$ cat src/rtl/serial_adder_seq_if.sv
`default_nettype none
// ============================================================================
// Module   : serial_adder_seq_if
// Brief    : Start/done handshake and operand/result bundle for serial_adder_seq.
// Revision : 1.0 - initial release
// ============================================================================
interface serial_adder_seq_if #(
    parameter int WIDTH = 8
) ();
    logic             start;
    logic [WIDTH-1:0] a_in;
    logic [WIDTH-1:0] b_in;
    logic             cin;
    logic             busy;
    logic             done;
    logic [WIDTH-1:0] sum;
    logic             cout;

    modport master (
        output start, a_in, b_in, cin,
        input  busy, done, sum, cout
    );

    modport slave (
        input  start, a_in, b_in, cin,
        output busy, done, sum, cout
    );
endinterface
`default_nettype wire

$ cat src/rtl/serial_adder_seq.sv
`default_nettype none
// ============================================================================
// Module   : serial_adder_seq (with its 1-bit cell adder1)
// Brief    : Bit-serial WIDTH-bit adder, LSB first, one bit per clock.
// Revision : 1.0 - initial release
// ============================================================================
module adder1 (
    input  wire logic a,
    input  wire logic b,
    input  wire logic c,
    output wire logic y,
    output wire logic z
);
    assign y = a ^ b ^ c;
    assign z = (a & b) | (a & c) | (b & c);
endmodule

module serial_adder_seq #(
    parameter int WIDTH = 8
) (
    input  wire logic         clk,
    input  wire logic         rst,
    serial_adder_seq_if.slave bus
);
    localparam int                 c_CNT_W = $clog2(WIDTH + 1);
    localparam logic [c_CNT_W-1:0] c_LAST  = c_CNT_W'(WIDTH - 1);

    typedef enum logic [1:0] {
        S_IDLE = 2'd0,
        S_RUN  = 2'd1,
        S_DONE = 2'd2
    } state_t;

    state_t             r_state;
    state_t             w_state_next;
    logic [WIDTH-1:0]   r_a_sh;
    logic [WIDTH-1:0]   r_b_sh;
    logic [WIDTH-1:0]   r_acc;
    logic [WIDTH-1:0]   r_sum;
    logic               r_carry;
    logic               r_cout;
    logic [c_CNT_W-1:0] r_cnt;

    logic               w_y;
    logic               w_z;
    logic               w_load;
    logic               w_last;
    logic [WIDTH-1:0]   w_acc_next;

    adder1 u_cell (
        .a (r_a_sh[0]),
        .b (r_b_sh[0]),
        .c (r_carry),
        .y (w_y),
        .z (w_z)
    );

    // New sum bit enters at the MSB; after WIDTH shifts bit 0 sits at the LSB.
    assign w_acc_next = (r_acc >> 1) | (WIDTH'(w_y) << (WIDTH - 1));
    assign w_load     = bus.start && ((r_state == S_IDLE) || (r_state == S_DONE));
    assign w_last     = (r_cnt == c_LAST);

    always_ff @(posedge clk) begin
        if (rst) begin
            r_state <= S_IDLE;
        end else begin
            r_state <= w_state_next;
        end
    end

    always_comb begin
        w_state_next = r_state;
        case (r_state)
            S_IDLE:  if (bus.start) w_state_next = S_RUN;
            S_RUN:   if (w_last)    w_state_next = S_DONE;
            S_DONE:  w_state_next = bus.start ? S_RUN : S_IDLE;
            default: w_state_next = S_IDLE;
        endcase
    end

    always_ff @(posedge clk) begin
        if (rst) begin
            r_a_sh  <= '0;
            r_b_sh  <= '0;
            r_acc   <= '0;
            r_carry <= 1'b0;
            r_cnt   <= '0;
            r_sum   <= '0;
            r_cout  <= 1'b0;
        end else if (w_load) begin
            r_a_sh  <= bus.a_in;
            r_b_sh  <= bus.b_in;
            r_acc   <= '0;
            r_carry <= bus.cin;
            r_cnt   <= '0;
        end else if (r_state == S_RUN) begin
            r_a_sh  <= r_a_sh >> 1;
            r_b_sh  <= r_b_sh >> 1;
            r_acc   <= w_acc_next;
            r_carry <= w_z;
            r_cnt   <= r_cnt + c_CNT_W'(1);
            // Results publish only on the final bit so they are never partial.
            if (w_last) begin
                r_sum  <= w_acc_next;
                r_cout <= w_z;
            end
        end
    end

    assign bus.busy = (r_state == S_RUN);
    assign bus.done = (r_state == S_DONE);
    assign bus.sum  = r_sum;
    assign bus.cout = r_cout;
endmodule
`default_nettype wire

$ cat src/flat_wrapper.sv
// flat-port wrapper written by rule: the top's interface ports become plain ports
module serial_adder_seq_flat 
#(
    parameter int WIDTH = 8
)
  (clk, rst, bus_start, bus_a_in, bus_b_in, bus_cin, bus_busy, bus_done, bus_sum, bus_cout);
  serial_adder_seq_if #(.WIDTH(WIDTH)) bus_i ();
  input  wire logic clk;
  input  wire logic rst;
  input wire logic [$bits(bus_i.start)-1:0] bus_start;
  input wire logic [$bits(bus_i.a_in)-1:0] bus_a_in;
  input wire logic [$bits(bus_i.b_in)-1:0] bus_b_in;
  input wire logic [$bits(bus_i.cin)-1:0] bus_cin;
  output wire logic [$bits(bus_i.busy)-1:0] bus_busy;
  output wire logic [$bits(bus_i.done)-1:0] bus_done;
  output wire logic [$bits(bus_i.sum)-1:0] bus_sum;
  output wire logic [$bits(bus_i.cout)-1:0] bus_cout;
  assign bus_i.start = bus_start;
  assign bus_i.a_in = bus_a_in;
  assign bus_i.b_in = bus_b_in;
  assign bus_i.cin = bus_cin;
  assign bus_busy = bus_i.busy;
  assign bus_done = bus_i.done;
  assign bus_sum = bus_i.sum;
  assign bus_cout = bus_i.cout;
  serial_adder_seq #(.WIDTH(WIDTH)) u_core (.clk(clk), .rst(rst), .bus(bus_i));
endmodule
$ cat config.mk
export PLATFORM = sky130hd
export DESIGN_NAME = serial_adder_seq_flat
export DESIGN_NICKNAME = d
export VERILOG_FILES = /design/src/rtl/serial_adder_seq_if.sv /design/src/rtl/serial_adder_seq.sv /design/src/flat_wrapper.sv
export SDC_FILE = /design/constraint.sdc
export NUM_CORES = 1
export LEC_CHECK = 0
export ABC_AREA = 1
export ABC_CLOCK_PERIOD_IN_PS = 1100
export CORE_MARGIN = 2
export CORE_UTILIZATION = 40
export DETAILED_ROUTE_END_ITERATION = 16
export GPL_TIMING_DRIVEN = 0
export HOLD_SLACK_MARGIN = 0.02
export PLACE_DENSITY = 0.66
export SYNTH_ARGS = -nofsm -noshare
export SYNTH_HDL_FRONTEND = slang
export SYNTH_SLANG_ARGS = --single-unit
export TNS_END_PERCENT = 50
$ cat constraint.sdc
create_clock -name clk -period 1.1 [get_ports clk]
set_input_delay 0.22 -clock clk [delete_from_list [all_inputs] [get_ports clk]]
set_output_delay 0.22 -clock clk [all_outputs]
set_load 0.01 [all_outputs]
==> results.txt, run 1 <==
Leading area contributor after synthesis: dfxtp_1
Dominant cells by area after synthesis: dfxtp_1 (44%), nand2_1 (14%), nand3_1 (9.7%), inv_1 (6.4%), nor2_1 (5.3%)
Synth top cells by count: nand2_1 (65), dfxtp_1 (39), nand3_1 (34)
Status: complete, but fails checks
Area of the mapped netlist: 0.00176 mm²
Total number of vias: 1,638
Area Overhead vs Synth: 40.8%
First-pass GRT wire length: 6760 µm
Peak Freq: 0.807 GHz
Clk slew on worst S/H paths: 80 ps
DR WL/cell: 11.6 µm
Clock Skews: 8.13 ps
H-tree depth: 2
N_diodes: 0
Layout cells sized above 1: 0.269
Final WL: 4040 µm
CTS tree: yes
Number of fill cells: 414
Synthesized area per cell: 7.16 µm²
Final max-slew violation count: 0
DR vias/cell: 4.69
Final Hold Vio Count: 0
Vias in the first global route: 1,571
PwrDens: 1340 mW/mm²
Worst VDD drop: 0.822 mV
Cts bufs inserted: 5
Drt initial violations: 70
Hold-fix buffers, CTS: 0
Antenna viol nets, final: 0
Remaining DRCs: 0
Buffers on Ports: 30
Final Power: 3.32 mW
Placed cell count: 328
Cell with the most instances after synthesis: nand2_1
Drt pass-1 iters: 5
Grt ovf: 0
Period Utilization, post-route: 1.13
Share of async-settable or async-resettable flops after synthesis: 0
Worst-margin pin slew: 247 ps
Most used DFF post-synth: dfxtp_1
CP Class: reg2out
WP data required: 880 ps
Final #Nets: 318
Area of the multi-input gates: 866 µm²
Die ar.: 0.00495 mm²
Net count after synthesis: 268
Worst-path fanout max: 3
Slew headroom: 0.835
Die H: 70.4 µm
Unique masters post-synth: 21
Yosys top cell area share: 0.443
Initial Util: 0.410
Crit path DAT: 1020 ps
Gp weighted congestion: 0.770
Largest net degree at the start of global routing: 13
Hpwl dp: 2560 µm
Register area: 796 µm²
Root Buffer: clkbuf_8
# Max-Cap Violations: 0
Post-route insts no fill: 349
Setup Viol. Count Final: 32
Sequential share of the synthesized area: 0.443
Post-synthesis register bit count: 39
Min Clock Period, post-route: 1240 ps
Number of synthesized flops with an enable pin: 0
Final TNS setup: -1620 ps
Clk buf depth: 2
Clk_lat worst skew: 300 ps
GR Util All Layers: 0.175
Worst setup margin: -139 ps
Critical path startpoint category: flop
Post-Syn Instances: 246
CTS Sinks: 39
Yosys warning count: 0
Core Rows: 24
IO Pins: 31
Initial antenna violation count: 0
Crit end category: output pin
Core Region: 0.00429 mm²
Static Leak: 1.11 nW
RSZ-0062 raised after global routing: yes
Failing checks: negative setup slack
Die W: 70.4 µm
HP Class: reg2reg
critical path, cell delays in order (launching register included):
cell	delay, ps
dfxtp_4	380
nor2_4	140
buf_6	110
buf_6	90
state kept, by name (all words and copies together) (netlist names):
register / count
u_core.bus.cout: 1
u_core.bus.sum: 8
u_core.r_a_sh: 8
u_core.r_acc: 7
u_core.r_b_sh: 8
u_core.r_carry: 1
u_core.r_cnt: 4
u_core.r_state: 2
area by class of cell:
cell class | instances | area share
Buffer | 10 | 0.0403
Clock buffer | 6 | 0.0333
Clock inverter | 2 | 0.0141
Inverter | 34 | 0.0585
Multi-Input combinational cell | 163 | 0.349
Sequential cell | 39 | 0.321
Tap cell | 52 | 0.0262
Timing Repair Buffer | 43 | 0.158
power by group:
| part | total (mW) | internal [mW] | switching [mW] | leakage (nW) |
|---|---|---|---|---|
| clock | 1.26 | 0.734 | 0.525 | 0.0612 |
| combinational | 0.545 | 0.264 | 0.281 | 0.729 |
| sequential | 1.51 | 1.47 | 0.0398 | 0.322 |
through the flow:
stage / cell area, µm² / worst slack (ps) / util / hold WS (ps)
finish: 2480 / -139 / 0.578 / 463
global route: 2480 / -174 / 0.578 / 485
CTS: 2440 / -151 / 0.569 / 467
detailed placement: 2130 / -524 / 0.497 / 456
global placement: 2130 / -526 / 0.497 / 452
floorplan: 1770 / 1.97 / - / 355
metal layers:
metal  up-vias  GRT usage  routed length (µm)
met4         0     0.0662                  87
met2        33      0.294                1930
met5         -          0                   0
li1        866          -                   -
met1       732      0.210                1850
met3         7     0.0534                 171
repair_timing:
| action | 4_1_cts | 5_1_grt |
|---|---|---|
| buffers inserted | 9 | 2 |
| endpoints found under the hold margin | 0 | 0 |
| pin swaps | 7 | 8 |
| cloned | 2 | 0 |
| gates resized for setup | 66 | 27 |
| endpoints found under the setup margin | 42 | 49 |
cell usage in the layout, fill, tap and decap left out, types with 2 or more instances in the layout:
cell type	n
nand2_1	61
dfxtp_1	33
nand3_1	28
inv_1	27
nor2_1	23
clkdlybuf4s50_1	19
a21oi_1	16
buf_6	11
buf_4	10
clkbuf_2	8
clkbuf_8	6
nand3_2	5
nor2_4	4
o21ai_1	4
nand2_2	4
o21ai_0	4
inv_2	3
dfxtp_2	3
dfxtp_4	3
inv_4	2
nand2_4	2
nor2_2	2
a21oi_2	2
o21ai_2	2
clkdlybuf4s15_2	2
path summary, 6_finish.rpt:
check	from	end	slack, ps	cells past startpoint
worst min register to register	u_core.bus.sum[2]	u_core.bus.sum[2]	460	2
worst max-delay path	u_core.r_state[1]	bus_busy	-140	3
worst max register to register	u_core.r_state[0]	u_core.r_a_sh[5]	-110	7
worst min-delay path	u_core.bus.sum[2]	u_core.bus.sum[2]	460	2
logic make-up (layout without fill, tap and decap cells):
kind of cell    Yosys count  count (layout)  share of synthesized area
simple gates            132             132                      0.332
buf+inv                  44              95                      0.121
flops                    39              39                      0.443
compound gates           29              29                     0.0852
fa+ha+maj                 2               2                     0.0185
No activity file was read; power rests on OpenSTA's default activity.
==> run 2, diff against run 1 <==
--- a/config.mk
+++ b/config.mk
@@ -6,13 +6,12 @@
 export NUM_CORES = 1
 export LEC_CHECK = 0
 export ABC_AREA = 1
-export ABC_CLOCK_PERIOD_IN_PS = 1100
+export ABC_CLOCK_PERIOD_IN_PS = 1500
 export CORE_MARGIN = 2
 export CORE_UTILIZATION = 40
 export DETAILED_ROUTE_END_ITERATION = 16
 export GPL_TIMING_DRIVEN = 0
 export HOLD_SLACK_MARGIN = 0.02
-export PLACE_DENSITY = 0.66
 export SYNTH_ARGS = -nofsm -noshare
 export SYNTH_HDL_FRONTEND = slang
 export SYNTH_SLANG_ARGS = --single-unit
==> constraint.sdc (replaced) <==
create_clock -name clk -period 1.5 [get_ports clk]
set_input_delay 0.3 -clock clk [delete_from_list [all_inputs] [get_ports clk]]
set_output_delay 0.3 -clock clk [all_outputs]
set_load 0.01 [all_outputs]
==> run 2 against run 1 <==
  * The run now ends clean
  * Die area unchanged
  * Combinational power decreased by 42%
  * Critical path depth decreased by 2
  * Largest power group unchanged
  * Highest routed layer unchanged
==> results.txt, run 2 (synthesized netlist as in run 1, its figures left out) <==
CP Capture Point: bus_sum[4]
Delay-heaviest family, CP: buffers and inverters
Most frequent cells in the layout: nand2_1 (65), dfxtp_1 (37), nand3_1 (34)
Die H: 70.4 µm
Number of stages on the worst setup path: 1
Worst VDD drop: 0.427 mV
PwrDens: 1040 mW/mm²
Setup Viol. Count Final: 0
First-pass GRT wire length: 6490 µm
Final Power: 2.36 mW
Hpwl dp: 2690 µm
HP Class: reg2reg
Design area: 0.00226 mm²
Initial Util: 0.410
Drt initial violations: 56
Largest stage delay, worst path: 530 ps
Worst reg2reg path depth: 7
DR WL/cell: 11.1 µm
Critical path startpoint category: flop
CP Class: reg2out
Final TNS setup: 0 ps
Min Clock Period, post-route: 1460 ps
Worst-margin pin slew: 474 ps
Core Rows: 24
N_diodes: 0
Cts bufs inserted: 5
Status: finished clean
CP startpoint: u_core.bus.sum[4]
Largest net degree at the start of global routing: 13
IO Pins: 31
CTS tree: yes
Core Region: 0.00429 mm²
RR Startpoint: u_core.r_cnt[0]
Remaining DRCs: 0
GR Util All Layers: 0.162
DR vias/cell: 4.70
Peak Freq: 0.686 GHz
Die ar.: 0.00495 mm²
Gp weighted congestion: 0.806
Final max-slew violation count: 0
H-tree depth: 2
CTS Sinks: 39
Die W: 70.4 µm
Static Leak: 1.06 nW
Clk buf depth: 2
Final WL: 3750 µm
Total number of vias: 1,583
Final Hold Vio Count: 0
Placed Area: 0.00213 mm²
Antenna viol nets, final: 0
Period Utilization, post-route: 0.972
Crit end category: output pin
Clk slew on worst S/H paths: 80 ps
WP data required: 1200 ps
Clk_lat worst skew: 290 ps
# Max-Cap Violations: 0
Drt pass-1 iters: 4
Layout cells sized above 1: 0.116
CP max-delay cell: clkdlybuf4s50_1
Buffers on Ports: 30
Number of fill cells: 452
Worst-path fanout max: 2
Initial antenna violation count: 0
Worst r2r dst: u_core.bus.sum[0]
Crit path cell chain: clkdlybuf4s50_1
RSZ-0062 raised after global routing: no
WP buf/inv: 1
R2R Setup Slk: 240 ps
Crit path DAT: 1160 ps
Slew headroom: 0.684
Fin Hold WS: 464 ps
Leading cell type in the layout, fill and taps excluded: nand2_1
Vias in the first global route: 1,453
Area Overhead vs Synth: 28.3%
Root Buffer: clkbuf_8
Clock Skews: 3.55 ps
Final #Nets: 306
Final core occ: 0.526
Grt ovf: 0
-- run 2: cell type report --
| cell class | count | area (µm²) | share of cell area |
|---|---|---|---|
| inverters | 34 | 130 | 0.0576 |
| repair buffers | 31 | 307 | 0.136 |
| clock inverters | 2 | 35.0 | 0.0155 |
| plain buffers | 10 | 88.8 | 0.0393 |
| multi-input cells | 163 | 768 | 0.340 |
| well taps | 52 | 65.1 | 0.0288 |
| clock buffers | 6 | 82.6 | 0.0365 |
| flip-flops and latches | 39 | 783 | 0.347 |
-- run 2: worst min path at each step --
stage | startpoint | slack (ps) | to | depth (start not counted)
2_1_floorplan | bus_a_in[7] | 430 | u_core.r_a_sh[7] | 2
3_3_place_gp | u_core.r_acc[1] | 450 | u_core.r_acc[1] | 2
3_5_place_dp | u_core.r_acc[1] | 450 | u_core.r_acc[1] | 2
4_1_cts | u_core.r_acc[1] | 470 | u_core.r_acc[1] | 2
5_1_grt | u_core.r_acc[1] | 480 | u_core.r_acc[1] | 2
6_report | u_core.bus.cout | 460 | u_core.bus.cout | 2
-- run 2: routing by layer --
layer  vias to the layer above  global-route usage  share of wire
li1                        843                   -              -
met1                       692               0.218           0.48
met2                        41               0.263           0.45
met3                         7              0.0303          0.052
met4                         0              0.0513          0.015
met5                         -                   0              0
-- run 2: where the power goes --
group          leakage [nW]  internal, mW  switching [mW]  total [mW]
clock network        0.0612         0.539           0.391       0.930
registers             0.319          1.08          0.0277        1.11
logic                 0.676         0.143           0.175       0.318
-- run 2: what timing repair did --
item / CTS / global route
pin swaps: 1 / 0
setup endpoints to repair: 2 / 2
buffers inserted: 1 / 0
gates resized for setup: 10 / 2
hold buffers: 0 / 0
-- run 2: through the flow --
step | instances | setup slack, ps
6_report | 337 | 42.3
2_1_floorplan | 246 | 370
3_3_place_gp | 328 | -220
5_1_grt | 337 | 2.45
3_5_place_dp | 328 | -213
4_1_cts | 337 | 30.0
==> run 3, diff against run 2 <==
--- a/config.mk
+++ b/config.mk
@@ -10,7 +10,6 @@
 export CORE_MARGIN = 2
 export CORE_UTILIZATION = 40
 export DETAILED_ROUTE_END_ITERATION = 16
-export GPL_TIMING_DRIVEN = 0
 export HOLD_SLACK_MARGIN = 0.02
 export SYNTH_ARGS = -nofsm -noshare
 export SYNTH_HDL_FRONTEND = slang
==> run 3 against run 2 <==
  * Register-to-register slack got worse by 20 ps
  * Non-clock buffer count is 1 higher
  * Core utilization shrank 0.38 points
  * Maximum frequency about the same
==> results.txt, run 3 (synthesized netlist as in run 1, its figures left out) <==
Status: finished clean
Die W: 70.4 µm
Final core occ: 0.522
Total number of vias: 1,583
Period Utilization, post-route: 0.972
Register area: 786 µm²
CP Capture Point: bus_sum[7]
Crit path DAT: 1160 ps
PwrDens: 951 mW/mm²
Leading cell type in the layout, fill and taps excluded: nand2_1
Setup Viol. Count Final: 0
Worst reg2reg path depth: 6
Largest stage delay, worst path: 530 ps
Core Region: 0.00429 mm²
CP max-delay cell: clkdlybuf4s50_1
Min Clock Period, post-route: 1460 ps
Final #Nets: 307
# Max-Cap Violations: 0
Initial antenna violation count: 0
Placed cell count: 330
Drt pass-1 iters: 4
CP startpoint: u_core.bus.sum[7]
Post-route insts no fill: 338
Largest net degree at the start of global routing: 20
Static Leak: 1.13 nW
Delay-heaviest family, CP: buffers and inverters
Clock Skews: 6.35 ps
Crit end category: output pin
Worst VDD drop: 0.568 mV
Gp weighted congestion: 0.782
Final Hold Vio Count: 0
RSZ-0062 raised after global routing: no
RR Startpoint: u_core.r_cnt[0]
Slew headroom: 0.842
CTS tree: yes
Most frequent cells in the layout: nand2_1 (65), dfxtp_1 (37), nand3_1 (34)
WP data required: 1200 ps
Worst-margin pin slew: 237 ps
Remaining DRCs: 0
WP buf/inv: 1
HP Class: reg2reg
Crit path cell chain: clkdlybuf4s50_1
CP Class: reg2out
Cts bufs inserted: 5
Initial Util: 0.410
Vias in the first global route: 1,388
IO Pins: 31
Die H: 70.4 µm
Grt ovf: 0
Area Overhead vs Synth: 27.3%
Antenna viol nets, final: 0
Final WL: 3530 µm
Die ar.: 0.00495 mm²
Design area: 0.00224 mm²
DR WL/cell: 10.4 µm
Buffers on Ports: 30
Hpwl dp: 2560 µm
Peak Freq: 0.686 GHz
Clk_lat worst skew: 300 ps
First-pass GRT wire length: 6200 µm
Final max-slew violation count: 0
Final TNS setup: 0 ps
Clk buf depth: 2
DR vias/cell: 4.68
R2R Setup Slk: 220 ps
Worst-path fanout max: 2
Layout cells sized above 1: 0.119
Hold-fix buffers, CTS: 0
H-tree depth: 2
CTS Sinks: 39
Drt initial violations: 104
Area of the multi-input gates: 768 µm²
Core Rows: 24
Worst r2r dst: u_core.bus.sum[7]
Number of stages on the worst setup path: 1
Critical path startpoint category: flop
Clk slew on worst S/H paths: 80 ps
Placed Area: 0.00213 mm²
Root Buffer: clkbuf_8
Number of fill cells: 441
N_diodes: 0
GR Util All Layers: 0.156
==> run 3: cell count changes in the layout (fill, tap and decap cells not counted), sizes merged <==
cell	previous run	this run
buf	11	12
bufinv	1	0
clkbuf	7	5
clkdlybuf4s50	26	21
clkinvlp	0	2
dlygate4sd2	1	2
dlymetal6s2s	2	7
==> run 3: how the worst min path moves through the flow <==
stage               depth (start not counted)              start           endpoint
finish                                      2  u_core.bus.sum[1]  u_core.bus.sum[1]
global route                                2  u_core.bus.sum[3]  u_core.bus.sum[3]
CTS                                         2  u_core.bus.sum[3]  u_core.bus.sum[3]
detailed placement                          2  u_core.bus.sum[3]  u_core.bus.sum[3]
global placement                            2  u_core.bus.sum[1]  u_core.bus.sum[1]
floorplan                                   2        bus_a_in[7]   u_core.r_a_sh[7]
==> run 3: final cells by class <==
type,count,area share
Clock inverter,3,0.00892
Sequential cell,39,0.350
Tap cell,52,0.0290
Clock buffer,5,0.0307
Inverter,34,0.0580
Multi-Input combinational cell,163,0.342
Timing Repair Buffer,42,0.181
==> run 3: per-layer routing <==
metal	GRT usage	routed length, µm	share of wire	vias up
li1	-	-	-	842
met1	0.215	1710	0.48	694
met2	0.237	1570	0.45	42
met3	0.0433	197	0.056	5
met4	0.0513	51	0.014	0
met5	0	0	0	-
==> run 3: worst register-to-register path, cell delays in order, from the launching register on <==
cell     delay, ps
dfxtp_1        380
ha_1           200
nand3_1        150
nor2_4         200
inv_2          120
nand3_1         90
nand2_1         50
==> run 3: where the power goes <==
group          switching, mW  internal [mW]  total (mW)  leakage (nW)
clock                  0.394          0.324       0.718        0.0402
combinational          0.168          0.137       0.305         0.775
sequential            0.0293           1.08        1.11         0.319
total                  0.591           1.54        2.13          1.13
==> run 3: timing repair <==
action | 4_1_cts | 5_1_grt
endpoints found under the hold margin | 0 | 0
gates resized for setup | 6 | 7
cloned | 0 | 0
setup endpoints to repair | 2 | 7
setup buffers | 0 | 0
==> run 3: per-stage QoR <==
step / hold slack, ps / setup slack [ps] / power [mW]
after detailed placement: 458 / -44.7 / 1.44
after global placement: 452 / -9.50 / 1.44
after global routing: 486 / 5.41 / 2.25
final: 463 / 41.8 / 2.13
after CTS: 470 / 18.5 / 2.16
after floorplan: 435 / 370 / 1.34
